`src/rtl/player_pkg.sv`:
```
// Shared definitions for the player input path: direction bits, FSM encoding, grid step.
package player_pkg;

    localparam int DIR_UP    = 3;
    localparam int DIR_DOWN  = 2;
    localparam int DIR_LEFT  = 1;
    localparam int DIR_RIGHT = 0;

    localparam int GRID_STEP = 12;

    typedef enum logic [1:0] {
        IDLE   = 2'd0,
        HELD   = 2'd1,
        REPEAT = 2'd2,
        LOCKED = 2'd3
    } move_state_e;

    // One-hot of the highest-priority pressed direction: up > down > left > right.
    function automatic logic [3:0] prio_sel(input logic [3:0] v);
        logic [3:0] s;
        s = '0;
        if (v[DIR_UP])         s[DIR_UP]    = 1'b1;
        else if (v[DIR_DOWN])  s[DIR_DOWN]  = 1'b1;
        else if (v[DIR_LEFT])  s[DIR_LEFT]  = 1'b1;
        else if (v[DIR_RIGHT]) s[DIR_RIGHT] = 1'b1;
        return s;
    endfunction

endpackage

```
`src/rtl/btn_debounce.sv`:
```
// Single-bit two-flop synchroniser followed by a stability counter; raw edge to
// stable output takes 2+DEBOUNCE_CYCLES cycles, shorter glitches are dropped.
module btn_debounce #(
    parameter int DEBOUNCE_CYCLES = 20,
    parameter int CNT_W           = 16
) (
    input  logic slowClk,
    input  logic rst,
    input  logic raw_i,
    output logic stable_o
);

    logic             meta_q;
    logic             sync_q;
    logic             stable_q;
    logic             stable_d;
    logic [CNT_W-1:0] cnt_q;
    logic [CNT_W-1:0] cnt_d;

    // Any cycle where the synchronised level agrees with the accepted one restarts the count.
    always_comb begin
        stable_d = stable_q;
        cnt_d    = '0;
        if (sync_q != stable_q) begin
            if (cnt_q == CNT_W'(DEBOUNCE_CYCLES - 1)) begin
                stable_d = sync_q;
            end else begin
                cnt_d = cnt_q + 1'b1;
            end
        end
    end

    always_ff @(posedge slowClk or negedge rst) begin
        if (!rst) begin
            meta_q   <= 1'b0;
            sync_q   <= 1'b0;
            stable_q <= 1'b0;
            cnt_q    <= '0;
        end else begin
            meta_q   <= raw_i;
            sync_q   <= meta_q;
            stable_q <= stable_d;
            cnt_q    <= cnt_d;
        end
    end

    assign stable_o = stable_q;

endmodule

```
`src/rtl/player_move_ctrl.sv`:
```
// Debounces four direction buttons and issues one registered move strobe per press.
// Auto-repeat while held is built only when PLAYER_AUTOREPEAT_EN is defined.
module player_move_ctrl
    import player_pkg::*;
#(
    parameter int DEBOUNCE_CYCLES = 20,
    parameter int HOLD_DELAY      = 250,
    parameter int REPEAT_PERIOD   = 100,
    parameter int CNT_W           = 16
) (
    input  logic        slowClk,
    input  logic        rst,
    input  logic [3:0]  btnsRaw,
    input  logic        playerDisable,
    output logic [3:0]  btns,
    output logic        btnClk2,
    output logic [15:0] moveCount
);

    logic [3:0]  stable;
    logic [3:0]  sel;
    logic        held;
    move_state_e state_q, state_d;
    logic [3:0]  btns_q, btns_d;
    logic        strobe_q, strobe_d;
    logic [15:0] moveCount_q, moveCount_d;

    for (genvar g = 0; g < 4; g++) begin : g_db
        btn_debounce #(
            .DEBOUNCE_CYCLES(DEBOUNCE_CYCLES),
            .CNT_W          (CNT_W)
        ) u_db (
            .slowClk (slowClk),
            .rst     (rst),
            .raw_i   (btnsRaw[g]),
            .stable_o(stable[g])
        );
    end

    assign sel  = prio_sel(stable);
    assign held = |(stable & btns_q);

`ifdef PLAYER_AUTOREPEAT_EN
    logic [CNT_W-1:0] hold_q, hold_d;
`else
    logic unused_cfg;
    assign unused_cfg = ^{HOLD_DELAY, REPEAT_PERIOD};
`endif

    always_comb begin
        state_d  = state_q;
        btns_d   = btns_q;
        strobe_d = 1'b0;
`ifdef PLAYER_AUTOREPEAT_EN
        hold_d   = hold_q + 1'b1;
`endif
        if (playerDisable) begin
            state_d = LOCKED;
        end else begin
            case (state_q)
                IDLE: begin
                    if (stable != 4'b0000) begin
                        btns_d   = sel;
                        strobe_d = 1'b1;
                        state_d  = HELD;
`ifdef PLAYER_AUTOREPEAT_EN
                        hold_d   = '0;
`endif
                    end
                end
                HELD: begin
                    if (!held) begin
                        state_d = IDLE;
`ifdef PLAYER_AUTOREPEAT_EN
                    end else if (hold_q == CNT_W'(HOLD_DELAY - 1)) begin
                        strobe_d = 1'b1;
                        state_d  = REPEAT;
                        hold_d   = '0;
`endif
                    end
                end
`ifdef PLAYER_AUTOREPEAT_EN
                REPEAT: begin
                    if (!held) begin
                        state_d = IDLE;
                    end else if (hold_q == CNT_W'(REPEAT_PERIOD - 1)) begin
                        strobe_d = 1'b1;
                        hold_d   = '0;
                    end
                end
`endif
                LOCKED: begin
                    // Wait for all buttons up so re-enabling never fires a stale press.
                    if (stable == 4'b0000) state_d = IDLE;
                end
                default: state_d = IDLE;
            endcase
        end
        moveCount_d = moveCount_q + {15'd0, strobe_d};
    end

    always_ff @(posedge slowClk or negedge rst) begin
        if (!rst) begin
            state_q     <= IDLE;
            btns_q      <= 4'b0000;
            strobe_q    <= 1'b0;
            moveCount_q <= 16'd0;
`ifdef PLAYER_AUTOREPEAT_EN
            hold_q      <= '0;
`endif
        end else begin
            state_q     <= state_d;
            btns_q      <= btns_d;
            strobe_q    <= strobe_d;
            moveCount_q <= moveCount_d;
`ifdef PLAYER_AUTOREPEAT_EN
            hold_q      <= hold_d;
`endif
        end
    end

    assign btns      = btns_q;
    assign btnClk2   = strobe_q;
    assign moveCount = moveCount_q;

endmodule

```
`config.mk`:
```
export PLATFORM = sky130hd
export DESIGN_NAME = player_move_ctrl
export DESIGN_NICKNAME = d
export VERILOG_FILES = /design/src/rtl/player_pkg.sv /design/src/rtl/btn_debounce.sv /design/src/rtl/player_move_ctrl.sv
export SDC_FILE = /design/constraint.sdc
export NUM_CORES = 1
export LEC_CHECK = 0
export ABC_AREA = 1
export BUFFER_PORTS_ARGS = -buffer_cell sky130_fd_sc_hd__buf_2
export CORE_AREA = 3 3 98 100
export DETAILED_ROUTE_END_ITERATION = 7
export DIE_AREA = 0 0 101 103
export GPL_ROUTABILITY_DRIVEN = 0
export PLACE_DENSITY = 0.79
export SYNTH_ARGS = -nofsm -noshare
export SYNTH_HDL_FRONTEND = slang
export SYNTH_HIERARCHICAL = 1
export SYNTH_SLANG_ARGS = --single-unit
```
`constraint.sdc`:
```
create_clock -name slowClk -period 2.45 [get_ports slowClk]
set_input_delay 0.49 -clock slowClk [delete_from_list [all_inputs] [get_ports slowClk]]
set_output_delay 0.49 -clock slowClk [all_outputs]
set_load 0.05 [all_outputs]
```
==> reports/results.tsv <==
metric	value	unit
status	finished, final reports clean	
grt_usage	20.0	%
clockRootBuffer	clkbuf_8	
seqPwrFrac	61.5	%
die_h	103	µm
ant_nets	0	
wl	9570	µm
synth_area_leaders	dfrtp_1, nand2_1, nor2_1	
cts_tree	done	
avgRoutedWirePerCell	12.1	µm
postCtsSetupRepairBufs	0	
core-area	0.00876	mm²
hp-class	input pin to asynchronous set/reset pin	
synth.distinct_cells	23	
path_class	flip-flop to flip-flop	
synthTopCellsByCount	nand2_1, nor2_1, dfrtp_1	
viasPerCell	5.14	
grt_first_pass_wirelength	17000	µm
ys_seq_area_share	47.7	%
tightestPinTransition	514	ps
final.setup.tns	0	ps
clkPwrFrac	34.4	%
max_stage_delay	430	ps
fin_crit	1990	ps
final_max_slew_viol_count	0	
antenna_found_initial	0	
reg2regPathDepth	11	
finalSetupViolations	0	
synth_top_cell_area_share	47.7	%
fp.dieW	101	µm
async_flop_share	100	%
internal_power	2070	µW
slew_headroom	65.7	%
finalClockSkew	7.05	ps
area_growth	8.81	%
drtPass1Iterations	5	
multi_input_area	0.00244	mm²
start_util	59.3	%
cts_inserted_buffers	9	
synth-edff-count	0	
clock-sinks	99	
synthFlopType	dfrtp_1	
synth.net_count	655	
grt_pass1_vias	3950	
dieArea	0.0104	mm²
cellPowerDensity	484	mW/mm²
yosysTopAreaCell	dfrtp_1	
grt-ovfl-total	0	
pwr-share-comb	4.1	%
ys_seq_elements	99	
hold_buffers	0	
rows	34	
drtIter0Drc	147	
vias	4057	
cts_resized	0	
finalCritPeriodShare	81.4	%
clock.fmax	502	MHz
crit_chain	nor2_1 > nand2_1 > nand2_1 > inv_1 > ha_1 > ha_1 > nand2_2 > nor2_4 > nand2_2 > nor2_2 > xor2_1	
leakagePower	0.00268	µW
dp_hpwl	7370	µm
crit_fanout	5	
fillCellCount	773	
start_kind	flip-flop	
clk_path_buf_depth	2	
port_buffers	27	
layout-drive-gt1-share	17.6	%
drv_cap	0	
syn_avg_cell_area	8.11	µm²
synth.most_common_cell	nand2_1	
ios	28	
grt_max_degree	44	
htreeDepth	3	
clk_latency	350	ps
drc	0	
synthesis.area	0.00520	mm²
fin_hold_ws	102	ps
cp.required	2690	ps
num-nets-final	691	
vdd_drop_max	0.364	mV
p_sw_share	24.2	%
placed_cell_area	0.00548	mm²
endpoint_kind	flip-flop	
seqCellArea	0.00248	mm²
hold_viol	0	
crit_slowest_cell	dfrtp_1	
yosysWarnings	6	
switchingPower	662	µW
cp.arrival	2240	ps
syn_inst	641	
path_clk_slew	100	ps
fin_area	0.00566	mm²
antenna_cells	0	
rsz0062_at_grt	no	
-- cells in the final DEF, fill, tap and decap left out, types with 8 or more instances in the layout --
cell type and instances:
nand2_1 145, nor2_1 116, dfrtp_1 99, inv_1 62
nand3_1 45, xor2_1 29, nor2_2 26, buf_2 26
nand4_1 24, nand2_2 19, nor2_4 10, xnor2_1 10
clkbuf_8 9, inv_2 8
-- worst max-delay path: cells and delay by family (launching register included) --
family        cells  cell delay, ps
simple gates      7             780
xor+xnor          1             130
buf+inv           1             120
fa+ha+maj         2             420
flops             1             430
-- power by group through the flow --
stage | clock network (µW) | logic, µW | registers, µW
final | 941 | 111 | 1680
after global routing | 1040 | 131 | 1690
after CTS | 981 | 116 | 1680
after detailed placement | 0 | 115 | 1720
after global placement | 0 | 112 | 1710
after floorplan | 0 | 61.0 | 1710
-- per-stage QoR --
step                      total power (µW)  util (%)  instances  worst slack [ps]
after floorplan                       1770         -        641               546
after global placement                1830      62.5        774               329
after detailed placement              1830      62.5        774               250
after CTS                             2780      64.5        790               446
after global routing                  2860      64.5        790               191
final                                 2740      64.5        790               457
-- metal layers --
layer / part of all wire (%) / vias to the layer above / GRT usage, %
met1: 45 / 1895 / 25.2
met2: 49 / 68 / 34.4
met5: 0 / - / 0
met3: 4.0 / 18 / 4.53
li1: - / 2076 / -
met4: 1.4 / 0 / 6.03
-- registers in the layout (all words and copies together) (netlist names) --
signal	flops
g_db.u_db/sync_q	4
state_q	2
btns	4
btnClk2	1
moveCount	16
g_db.u_db/meta_q	4
g_db.u_db/stable_o	4
g_db.u_db/cnt_q	64
-- cells by family after synthesis --
family,synth area share [%]
simple gates,36.1
flops,47.7
buf+inv,5.44
xor+xnor,6.57
compound gates,2.50
fa+ha+maj,1.68
-- area by class of cell --
cell class | instances | share of cell area, %
sequential | 99 | 43.8
multi-input combinational | 468 | 43.1
inverter | 70 | 4.64
timing repair buffer | 29 | 2.92
tap | 108 | 2.39
clock buffer | 10 | 2.26
clock inverter | 6 | 0.885
-- worst paths after layout --
| path | from | end | slack [ps] |
|---|---|---|---|
| worst max-delay path | g_db[3].u_db/stable_o$_DFFE_PN0P_ | moveCount[10]$_DFF_PN0_ | 460 |
| worst min-delay path | rst | g_db[1].u_db/cnt_q[11]$_DFF_PN0_ | 100 |
| worst max register to register | g_db[3].u_db/stable_o$_DFFE_PN0P_ | moveCount[10]$_DFF_PN0_ | 460 |
| worst min register to register | g_db[0].u_db/meta_q$_DFF_PN0_ | g_db[0].u_db/sync_q$_DFF_PN0_ | 360 |
| max in group asynchronous | rst | g_db[0].u_db/cnt_q[14]$_DFF_PN0_ | 1730 |
| min in group slowClk | btnsRaw[0] | g_db[0].u_db/meta_q$_DFF_PN0_ | 240 |
(Power assumes the default switching activity.)
